--- config.mk ---
export PLATFORM = sky130hd
export DESIGN_NAME = adder_pipe
export DESIGN_NICKNAME = d
export VERILOG_FILES = /design/src/rtl/adder_pipe.sv
export SDC_FILE = /design/constraint.sdc
export NUM_CORES = 1
export LEC_CHECK = 0
export ABC_CLOCK_PERIOD_IN_PS = 6400
export BUFFER_PORTS_ARGS = -buffer_cell sky130_fd_sc_hd__buf_2
export CORE_UTILIZATION = 40
export CTS_CLUSTER_SIZE = 12
export DETAILED_ROUTE_END_ITERATION = 8
export PLACE_DENSITY = 0.63
export SYNTH_ARGS = -nofsm -noshare
export SYNTH_HDL_FRONTEND = slang
export SYNTH_SLANG_ARGS = --single-unit
--- constraint.sdc ---
create_clock -name clk -period 6.4 [get_ports clk]
set_clock_uncertainty 0.2 [all_clocks]
set_input_delay 1.28 -clock clk [delete_from_list [all_inputs] [get_ports clk]]
set_output_delay 1.28 -clock clk [all_outputs]
set_load 0.005 [all_outputs]
--- src/rtl/adder_pipe.sv ---
// adder_pipe - pipelined integer adder/subtractor with valid/ready handshake.
//
// The WIDTH-bit add is cut into STAGES equal slices of W = WIDTH/STAGES bits.
// Stage k adds slice k of a and b_eff together with the carry produced by
// stage k-1, so each register stage only sees a W-bit carry chain.
//
// Ports:
//   clk        rising-edge clock
//   rst        synchronous reset, active high
//   in_valid   a/b/sub valid this cycle
//   in_ready   block accepts operands this cycle (low only while stalled)
//   a, b       operands, WIDTH bits
//   sub        0: res = a + b, 1: res = a - b
//   out_valid  res/flags valid
//   out_ready  consumer takes the result this cycle
//   res        sum/difference modulo 2^WIDTH
//   carry      carry out of the MSB (subtract: 1 = no borrow)
//   overflow   two's-complement signed overflow
//   zero       res == 0
module adder_pipe #(
  parameter int WIDTH  = 32,
  parameter int STAGES = 2
) (
  input  logic             clk,
  input  logic             rst,
  input  logic             in_valid,
  output logic             in_ready,
  input  logic [WIDTH-1:0] a,
  input  logic [WIDTH-1:0] b,
  input  logic             sub,
  output logic             out_valid,
  input  logic             out_ready,
  output logic [WIDTH-1:0] res,
  output logic             carry,
  output logic             overflow,
  output logic             zero
);

  localparam int W = WIDTH / STAGES;

  if ((STAGES < 1) || (STAGES > 8) || ((WIDTH % STAGES) != 0)) begin : g_param_check
    $error("adder_pipe: STAGES must be 1..8 and divide WIDTH");
  end

  // The whole pipe moves in lock-step: it either advances everywhere or
  // holds everywhere. Bubbles travel with the pipe and are not collapsed.
  logic stall;
  assign stall    = out_valid && !out_ready;
  assign in_ready = !stall;

  // Subtraction as a + ~b + 1; the +1 enters as the carry into slice 0.
  logic [WIDTH-1:0] b_eff;
  assign b_eff = sub ? ~b : b;

  for (genvar gi = 0; gi < STAGES; gi++) begin : g_stage
    localparam int LO = gi * W;

    // Stage inputs: operand bits from LO upward, finished result bits below LO.
    logic [WIDTH-1:LO] a_in;
    logic [WIDTH-1:LO] b_in;
    logic              c_in;
    logic              v_in;
    logic [W:0]        slice_sum;
    logic [LO+W-1:0]   s_out;

    if (gi == 0) begin : g_first
      assign a_in  = a;
      assign b_in  = b_eff;
      assign c_in  = sub;
      // Only looked at while the pipe advances, i.e. while in_ready is high.
      assign v_in  = in_valid;
      assign s_out = slice_sum[W-1:0];
    end else begin : g_next
      assign a_in  = g_stage[gi-1].g_mid.a_reg;
      assign b_in  = g_stage[gi-1].g_mid.b_reg;
      assign c_in  = g_stage[gi-1].g_mid.c_reg;
      assign v_in  = g_stage[gi-1].g_mid.v_reg;
      assign s_out = {slice_sum[W-1:0], g_stage[gi-1].g_mid.s_reg};
    end

    assign slice_sum = {1'b0, a_in[LO+W-1:LO]} + {1'b0, b_in[LO+W-1:LO]}
                     + {{W{1'b0}}, c_in};

    if (gi < STAGES - 1) begin : g_mid
      // Only the slices still to be added are carried forward.
      logic [WIDTH-1:LO+W] a_reg;
      logic [WIDTH-1:LO+W] b_reg;
      logic [LO+W-1:0]     s_reg;
      logic                c_reg;
      logic                v_reg;

      always_ff @(posedge clk) begin
        if (rst) begin
          v_reg <= 1'b0;
        end else if (!stall) begin
          v_reg <= v_in;
          if (v_in) begin
            a_reg <= a_in[WIDTH-1:LO+W];
            b_reg <= b_in[WIDTH-1:LO+W];
            s_reg <= s_out;
            c_reg <= slice_sum[W];
          end
        end
      end
    end else begin : g_last
      // Final slice: a_in/b_in hold exactly the top slice, so their MSBs are
      // the operand sign bits needed for the overflow flag.
      always_ff @(posedge clk) begin
        if (rst) begin
          out_valid <= 1'b0;
          res       <= '0;
          carry     <= 1'b0;
          overflow  <= 1'b0;
          zero      <= 1'b0;
        end else if (!stall) begin
          out_valid <= v_in;
          // Result and flags only change when a real op arrives.
          if (v_in) begin
            res      <= s_out;
            carry    <= slice_sum[W];
            overflow <= (a_in[WIDTH-1] == b_in[WIDTH-1]) &&
                        (s_out[WIDTH-1] != a_in[WIDTH-1]);
            zero     <= ~|s_out;
          end
        end
      end
    end
  end

endmodule

==> impl_metrics.py, run 1 <==
metrics = {
    "cells_and_area": {
        "multi_input_area_um2": 2210,
        "drive_gt1_share_pct": 23.4,
        "fin_nets": 643,
        "layout_common_cells": "buf_2, nand2_1, a21oi_1, edfxtp_1, xor2_1",
        "synthToLayoutAreaGrowth_pct": 20.3,
        "regMostFlops": "res",
        "ff_latch_area_um2": 2210,
        "nFillCells": 1011,
        "largest_reg_flops": 32,
        "final_common_cell": "buf_2",
    },
    "detailed_routing": {
        "vias": 3532,
        "vias_per_cell": 5.14,
        "wl_per_cell_um": 14.0,
        "ant_nets": 0,
        "drtIter0Drc": 127,
        "drtPass1Iterations": 5,
        "wirelength_um": 9620,
        "route.detailed.drc": 0,
    },
    "timing": {
        "fin_setup_tns_ps": 0,
        "hold-worst-slack_ps": 252,
        "rsz0062_at_grt": "false",
        "hold_viol": 0,
        "slew_headroom_pct": 24.8,
        "fmax_mhz": 247,
        "fin_crit_ps": 4050,
        "fin_crit_sh_pct": 63.3,
        "finalMaxSlewViolations": 0,
        "worst_pin_slew_ps": 1130,
        "fin_ws_ps": 2350,
        "setup_viol": 0,
    },
    "power_and_ir_drop": {
        "netSwitchingFraction_pct": 26.1,
        "power_frac_seq_pct": 45.6,
        "power_w": 0.00143,
        "p_leak_nw": 2.30,
        "p_sw_w": 0.000373,
        "powerDensity_nw_per_um2": 262,
        "p_int_w": 0.00106,
        "comb_power_share_pct": 19.5,
        "peakVddDrop_mv": 0.118,
        "clockPowerShare_pct": 34.8,
    },
    "synthesis": {
        "synth-edff-count": 49,
        "ys_top_cells_by_area": "edfxtp_1, dfxtp_1, xor2_1, ha_1, a21oi_1",
        "synth_top_area_share_pct": 32.5,
        "netlist_area_um2": 4530,
        "syn_nets": 542,
        "avgSynthCellArea_um2": 10.3,
        "ys.flop_type": "edfxtp_1",
        "ys_ff_latch": 86,
        "synth_cells": 440,
        "yosys.area.top_type": "edfxtp_1",
        "synth_cell_type_count": 56,
        "synth_seq_area_share_pct": 48.8,
        "synth_warnings": 0,
        "async_reset_ff_share_pct": 0,
    },
    "status": {
        "outcome": "complete, no violations",
    },
    "clock_network": {
        "clock_latency_ps": 330,
        "clockBufferDepth": 2,
        "clk_pin_slew_worst_paths_ps": 60,
        "hold_buffers": 0,
        "root_buffer": "clkbuf_16",
        "ctsResizeCount": 0,
        "cts_tree": "yes",
        "post_cts_buffers": 0,
        "htreeDepth": 3,
        "clock-sinks": 86,
        "cts_buffers": 9,
    },
    "run": {
        "max-cap-violations": 0,
    },
    "place": {
        "post-place-ws_ps": 2010,
        "gp_congestion": 0.948,
        "io_buffers": 105,
        "post-dp-hpwl_um": 7100,
    },
    "floorplan": {
        "initial_core_util_pct": 41.4,
        "dieArea_um2": 11800,
        "core-area_um2": 10900,
        "core.rowCount": 38,
        "fp.dieW_um": 108,
        "io_pins": 106,
        "dieHeight_um": 108,
    },
    "global_routing": {
        "grt_pass1_wl_um": 15500,
        "grt_max_degree": 50,
        "grt_pass1_vias": 3377,
        "overflow": 0,
        "grt_util_all_layers_pct": 17.5,
        "antenna_found_initial": 0,
    },
    "worst_setup_path": {
        "reg2reg_to": "zero",
        "crit_type": "in2reg",
        "cp-startpoint": "b[0]",
        "worstPathRequired_ps": 6280,
        "cp-end-kind": "flop",
        "crit_arrival_ps": 3930,
        "rr_startpoint": "g_stage[0].g_mid.a_reg[16]",
        "reg2reg_slack_ps": 2820,
        "worst-path-max-fanout": 3,
        "cp-endpoint": "g_stage[0].g_mid.c_reg",
        "rr_worst_depth": 10,
        "start_kind": "primary input",
    },
    "worst_hold_path": {
        "min_from": "res[22]",
        "hp-class": "reg2reg",
    },
}
cells by family (layout without fill, tap and decap cells):
| family | Yosys count | after routing | share of synthesized area, % |
|---|---|---|---|
| adder cells (fa/ha/maj) | 33 | 33 | 9.61 |
| multiplexers | 1 | 1 | 0.249 |
| other | 0 | 1 | 0 |
| flip-flops | 86 | 86 | 48.8 |
| buffers and inverters | 24 | 130 | 2.40 |
| AO/OA/AOI/OAI | 101 | 101 | 14.1 |
| AND/OR/NAND/NOR | 138 | 138 | 13.8 |
| XOR/XNOR | 57 | 57 | 11.0 |
metal layers:
metal / global-route usage [%] / part of all wire (%) / up-vias
met5: 0 / 0 / -
met4: 6.56 / 1.4 / 0
met3: 4.22 / 4.7 / 9
met2: 30.8 / 49 / 109
met1: 20.4 / 44 / 1627
li1: - / - / 1787
worst max-delay path: stages:
cell and delay (ps):
buf_2 100, mux2_2 360, fa_1 400, a21o_1 170, a21oi_1 220, o21bai_1 140
o311ai_0 320, nand3_1 160, o41ai_1 450, o21a_1 240, o21ai_0 90
metrics by stage:
stage	instance area, µm²	utilization [%]	cells
finish	5450	49.9	687
global route	5450	49.8	686
CTS	5450	49.8	686
detailed placement	5160	47.2	670
global placement	5160	47.2	670
floorplan	4530	-	440
power by group through the flow:
stage	Clock [W]	Sequential (W)	Combinational, W
finish	0.000498	0.000652	0.000279
global route	0.000531	0.000656	0.000316
CTS	0.000510	0.000652	0.000280
detailed placement	0	0.000664	0.000279
global placement	0	0.000663	0.000273
floorplan	0	0.000661	0.000199
final cells by class:
| class | count | share of cell area [%] |
|---|---|---|
| flip-flops and latches | 86 | 40.6 |
| multi-input cells | 330 | 40.6 |
| repair buffers | 107 | 9.92 |
| clock buffers | 15 | 5.12 |
| well taps | 140 | 3.21 |
| inverters | 7 | 0.482 |
| clock inverters | 1 | 0.0918 |
| diodes | 1 | 0.0459 |
how the worst min path moves through the flow:
stage	endpoint	slack, ps	cells past startpoint
2_1_floorplan	res[28]	250	2
3_3_place_gp	res[28]	240	2
3_5_place_dp	res[27]	250	2
4_1_cts	res[28]	250	2
5_1_grt	res[6]	270	2
6_report	res[22]	250	2
Yosys cell counts, drive strengths merged (3+ instances only):
master / count
nor4: 5
a211oi: 3
xnor2: 14
buf: 5
nand3: 10
clkbuf: 11
o21ai: 13
inv: 7
a21o: 8
xor2: 43
fa: 3
and3: 5
nor2: 32
nand2: 61
nand4: 3
nor3: 6
edfxtp: 49
dfxtp: 37
ha: 30
a21oi: 50
nand2b: 4
o21a: 3
a31oi: 3
o211ai: 4
Power figures use the tool's default switching activity.
==> inputs of run 2 (changes only) <==
Settings changed: ABC_CLOCK_PERIOD_IN_PS 6400 to 3500, PLACE_DENSITY 0.63 to 0.66.
Clock period 6.4 ns to 3.5 ns, I/O delays scaled along.
==> impl_metrics.py, run 2 (synthesis gave the netlist of run 1 again) <==
metrics = {
    "status": {
        "outcome": "complete, no violations",
    },
    "floorplan": {
        "core-area_um2": 10900,
        "dieHeight_um": 108,
        "dieArea_um2": 11800,
        "initial_core_util_pct": 41.4,
        "io_pins": 106,
        "core.rowCount": 38,
        "fp.dieW_um": 108,
    },
    "place": {
        "io_buffers": 105,
        "post-place-ws_ps": -78.4,
        "post-dp-hpwl_um": 7450,
        "gp_congestion": 0.862,
    },
    "cells_and_area": {
        "fin_nets": 657,
        "antenna_cells": 0,
        "synthToLayoutAreaGrowth_pct": 24.0,
        "regMostFlops": "res",
        "largest_reg_flops": 32,
        "layout_common_cells": "buf_2, nand2_1, a21oi_1, edfxtp_1, xor2_1",
        "nFillCells": 992,
        "final_common_cell": "buf_2",
        "drive_gt1_share_pct": 26.8,
    },
    "clock_network": {
        "hold_buffers": 0,
        "cts_tree": "yes",
        "clock_latency_ps": 340,
        "cts_buffers": 9,
        "clock-sinks": 86,
        "htreeDepth": 3,
        "clk_pin_slew_worst_paths_ps": 60,
        "root_buffer": "clkbuf_16",
        "clockBufferDepth": 2,
    },
    "power_and_ir_drop": {
        "p_leak_nw": 2.38,
        "power_w": 0.00276,
        "powerDensity_nw_per_um2": 492,
        "peakVddDrop_mv": 0.260,
    },
    "global_routing": {
        "grt_pass1_wl_um": 16000,
        "grt_util_all_layers_pct": 17.8,
        "grt_pass1_vias": 3412,
        "overflow": 0,
        "antenna_found_initial": 0,
        "grt_max_degree": 50,
    },
    "detailed_routing": {
        "wl_per_cell_um": 14.1,
        "vias_per_cell": 5.11,
        "ant_nets": 0,
        "route.detailed.drc": 0,
        "vias": 3580,
        "drtIter0Drc": 123,
        "drtPass1Iterations": 4,
        "wirelength_um": 9850,
    },
    "worst_setup_path": {
        "cp-endpoint": "zero",
        "reg2reg_slack_ps": 120,
        "start_kind": "flop",
        "worstPathRequired_ps": 3550,
        "worst-path-max-fanout": 3,
        "rr_worst_depth": 10,
        "cp-end-kind": "flop",
        "crit_arrival_ps": 3430,
        "rr_startpoint": "g_stage[0].g_mid.a_reg[16]",
        "reg2reg_to": "zero",
        "crit_type": "reg2reg",
        "cp-startpoint": "g_stage[0].g_mid.a_reg[16]",
    },
    "timing": {
        "fin_crit_ps": 3380,
        "fin_crit_sh_pct": 96.6,
        "worst_pin_slew_ps": 628,
        "hold-worst-slack_ps": 250,
        "hold_viol": 0,
        "finalMaxSlewViolations": 0,
        "fin_ws_ps": 119,
        "rsz0062_at_grt": "false",
        "setup_viol": 0,
        "fin_setup_tns_ps": 0,
        "slew_headroom_pct": 58.1,
        "fmax_mhz": 296,
    },
    "worst_hold_path": {
        "hp-class": "reg2reg",
        "holdPathStages": 2,
    },
    "run": {
        "max-cap-violations": 0,
    },
}
## run 2: changes by cell type in the layout (fill, tap and decap cells not counted), sizes merged, moves of 2 or more
cell,delta
buf,+14
clkbuf,-6
bufinv,+2
clkinvlp,+2
## run 2: through the flow
step                      util [%]  instances  instance area (µm²)
final                         51.4        700                 5620
after global routing          51.4        700                 5620
after CTS                     51.3        700                 5610
after detailed placement      48.2        683                 5270
after global placement        48.2        683                 5270
after floorplan                  -        440                 4540
## run 2: power breakdown
part	total, W	switching (W)	internal (W)
sequential	0.00119	0.0000322	0.00116
clock	0.00102	0.000398	0.000626
combinational	0.000548	0.000297	0.000250
total	0.00276	0.000728	0.00204
## run 2: worst max-delay path, stage by stage, from the launching register on
cell and delay [ps]:
edfxtp_1 410, fa_2 430, fa_2 370, a21o_1 220, a221oi_2 310, o21ai_2 110, a41oi_2 260, xor2_2 190
nand4b_1 110, or4b_1 480, o31ai_1 200
## run 2: layout make-up
cell class	count	area, µm²	area share, %
tap	140	175	3.12
inverter	7	26.3	0.468
clock buffer	9	225	4.01
multi-input combinational	330	2240	39.8
timing repair buffer	121	646	11.5
clock inverter	7	96.3	1.71
sequential	86	2210	39.4
## run 2: worst min-delay path by stage
stage / slack, ps / endpoint / start
detailed placement: 240 / res[7] / res[7]
CTS: 250 / res[7] / res[7]
finish: 250 / res[28] / res[28]
global placement: 240 / res[28] / res[28]
global route: 260 / res[28] / res[28]
floorplan: 250 / res[28] / res[28]
## run 2: what timing repair did
item	CTS	global route
resized for setup	2	2
endpoints found under the setup margin	1	1
pin swaps	2	1
setup buffers	1	0
## run 2: layer usage
metal  vias up  global-route usage, %  routed length [µm]
li1       1812                      -                   -
met1      1644                   22.2                4380
met2       109                   29.9                4800
met3        15                   3.68                 488
met4         0                   7.24                 176
met5         -                      0                   0
==> inputs of run 3 (changes only) <==
Settings changed: ABC_CLOCK_PERIOD_IN_PS 3500 to 4000, PLACE_DENSITY 0.66 to 0.63.
Clock period 3.5 ns to 4 ns, I/O delays scaled along.
==> impl_metrics.py, run 3 (synthesis gave the netlist of run 1 again) <==
metrics = {
    "power_and_ir_drop": {
        "peakVddDrop_mv": 0.220,
        "p_leak_nw": 2.34,
        "powerDensity_nw_per_um2": 431,
    },
    "timing": {
        "worst_pin_slew_ps": 637,
        "hold-worst-slack_ps": 251,
        "slew_headroom_pct": 57.5,
        "fin_setup_tns_ps": 0,
        "fin_crit_sh_pct": 90.6,
        "finalMaxSlewViolations": 0,
        "rsz0062_at_grt": "false",
        "setup_viol": 0,
        "fin_crit_ps": 3630,
        "hold_viol": 0,
        "fmax_mhz": 276,
    },
    "clock_network": {
        "cts_tree": "yes",
        "clk_pin_slew_worst_paths_ps": 60,
        "ctsResizeCount": 0,
        "cts_buffers": 9,
        "htreeDepth": 3,
        "post_cts_buffers": 0,
        "clock-sinks": 86,
        "root_buffer": "clkbuf_16",
        "hold_buffers": 0,
        "clockBufferDepth": 2,
        "clock_latency_ps": 340,
    },
    "cells_and_area": {
        "drive_gt1_share_pct": 24.7,
        "regMostFlops": "res",
        "layout_common_cells": "buf_2, nand2_1, a21oi_1, edfxtp_1, xor2_1",
        "largest_reg_flops": 32,
        "final_common_cell": "buf_2",
        "synthToLayoutAreaGrowth_pct": 22.4,
        "fin_nets": 648,
        "nFillCells": 1023,
    },
    "worst_hold_path": {
        "hp-class": "reg2reg",
        "holdPathStages": 2,
    },
    "floorplan": {
        "dieHeight_um": 108,
        "fp.dieW_um": 108,
        "core.rowCount": 38,
        "dieArea_um2": 11800,
        "core-area_um2": 10900,
        "initial_core_util_pct": 41.4,
        "io_pins": 106,
    },
    "global_routing": {
        "antenna_found_initial": 1,
        "grt_pass1_vias": 3347,
        "overflow": 0,
        "grt_util_all_layers_pct": 17.2,
        "grt_max_degree": 44,
        "grt_pass1_wl_um": 15400,
    },
    "detailed_routing": {
        "ant_nets": 0,
        "wl_per_cell_um": 13.8,
        "drtPass1Iterations": 4,
        "wirelength_um": 9530,
        "drtIter0Drc": 58,
        "vias": 3525,
        "vias_per_cell": 5.09,
        "route.detailed.drc": 0,
    },
    "worst_setup_path": {
        "crit_arrival_ps": 3510,
        "worstPathRequired_ps": 3890,
        "worst-path-max-fanout": 14,
        "crit_type": "in2reg",
        "start_kind": "primary input",
        "rr_worst_depth": 10,
        "cp-end-kind": "flop",
    },
    "place": {
        "post-dp-hpwl_um": 7410,
        "gp_congestion": 0.857,
        "io_buffers": 105,
    },
    "run": {
        "max-cap-violations": 0,
    },
    "status": {
        "outcome": "complete, no violations",
    },
}
## run 3: cell types whose count changed in the layout (fill, tap and decap cells not counted), moves of 2 or more
cell	previous run	this run
fa_1	1	3
fa_2	2	0
clkbuf_16	9	11
buf_4	16	6
## run 3: worst paths after layout
check | from | slack, ps | endpoint
worst max-delay path | sub | 370 | g_stage[0].g_mid.c_reg
worst min-delay path | res[31] | 250 | res[31]
worst max register to register | g_stage[0].g_mid.a_reg[16] | 460 | zero
worst min register to register | res[31] | 250 | res[31]
## run 3: routing by layer
layer / GRT usage [%] / up-vias / wire length (µm)
met3: 4.76 / 11 / 533
met2: 29.7 / 89 / 4720
met5: 0 / - / 0
met4: 5.21 / 0 / 118
met1: 20.7 / 1624 / 4160
li1: - / 1801 / -
## run 3: area by class of cell
| cell class | count | area (µm²) | area share [%] |
|---|---|---|---|
| multi-input cells | 330 | 2210 | 39.9 |
| clock buffers | 12 | 279 | 5.03 |
| repair buffers | 112 | 591 | 10.6 |
| diodes | 1 | 2.50 | 0.0451 |
| inverters | 7 | 26.3 | 0.474 |
| clock inverters | 4 | 50.0 | 0.902 |
| well taps | 140 | 175 | 3.16 |
| flip-flops and latches | 86 | 2210 | 39.9 |
## run 3: worst max-delay path, stage by stage
cell and delay [ps]:
buf_2 200, buf_4 290, xor2_1 180, ha_1 300, a21o_1 200, a21oi_1 210, o21bai_1 140, o311ai_0 320
nand3_1 170, o41ai_1 380, o21a_1 230, o21ai_0 90
## run 3: where the power goes
part / switching [W] / total (W) / internal, W / leakage, nW
clock network: 0.000333 / 0.000892 / 0.000559 / 0.155
logic: 0.000251 / 0.000456 / 0.000205 / 1.43
registers: 0.0000274 / 0.00104 / 0.00101 / 0.761
## run 3: through the flow
stage / total power [W] / setup slack (ps) / cell area, µm² / cells / utilization, %
global placement: 0.00151 / 69.9 / 5220 / 675 / 47.7
detailed placement: 0.00152 / 30.8 / 5220 / 675 / 47.7
finish: 0.00239 / 375 / 5550 / 692 / 50.7
global route: 0.00251 / 222 / 5540 / 691 / 50.7
CTS: 0.00241 / 381 / 5540 / 691 / 50.7
floorplan: 0.00138 / 240 / 4530 / 440 / -
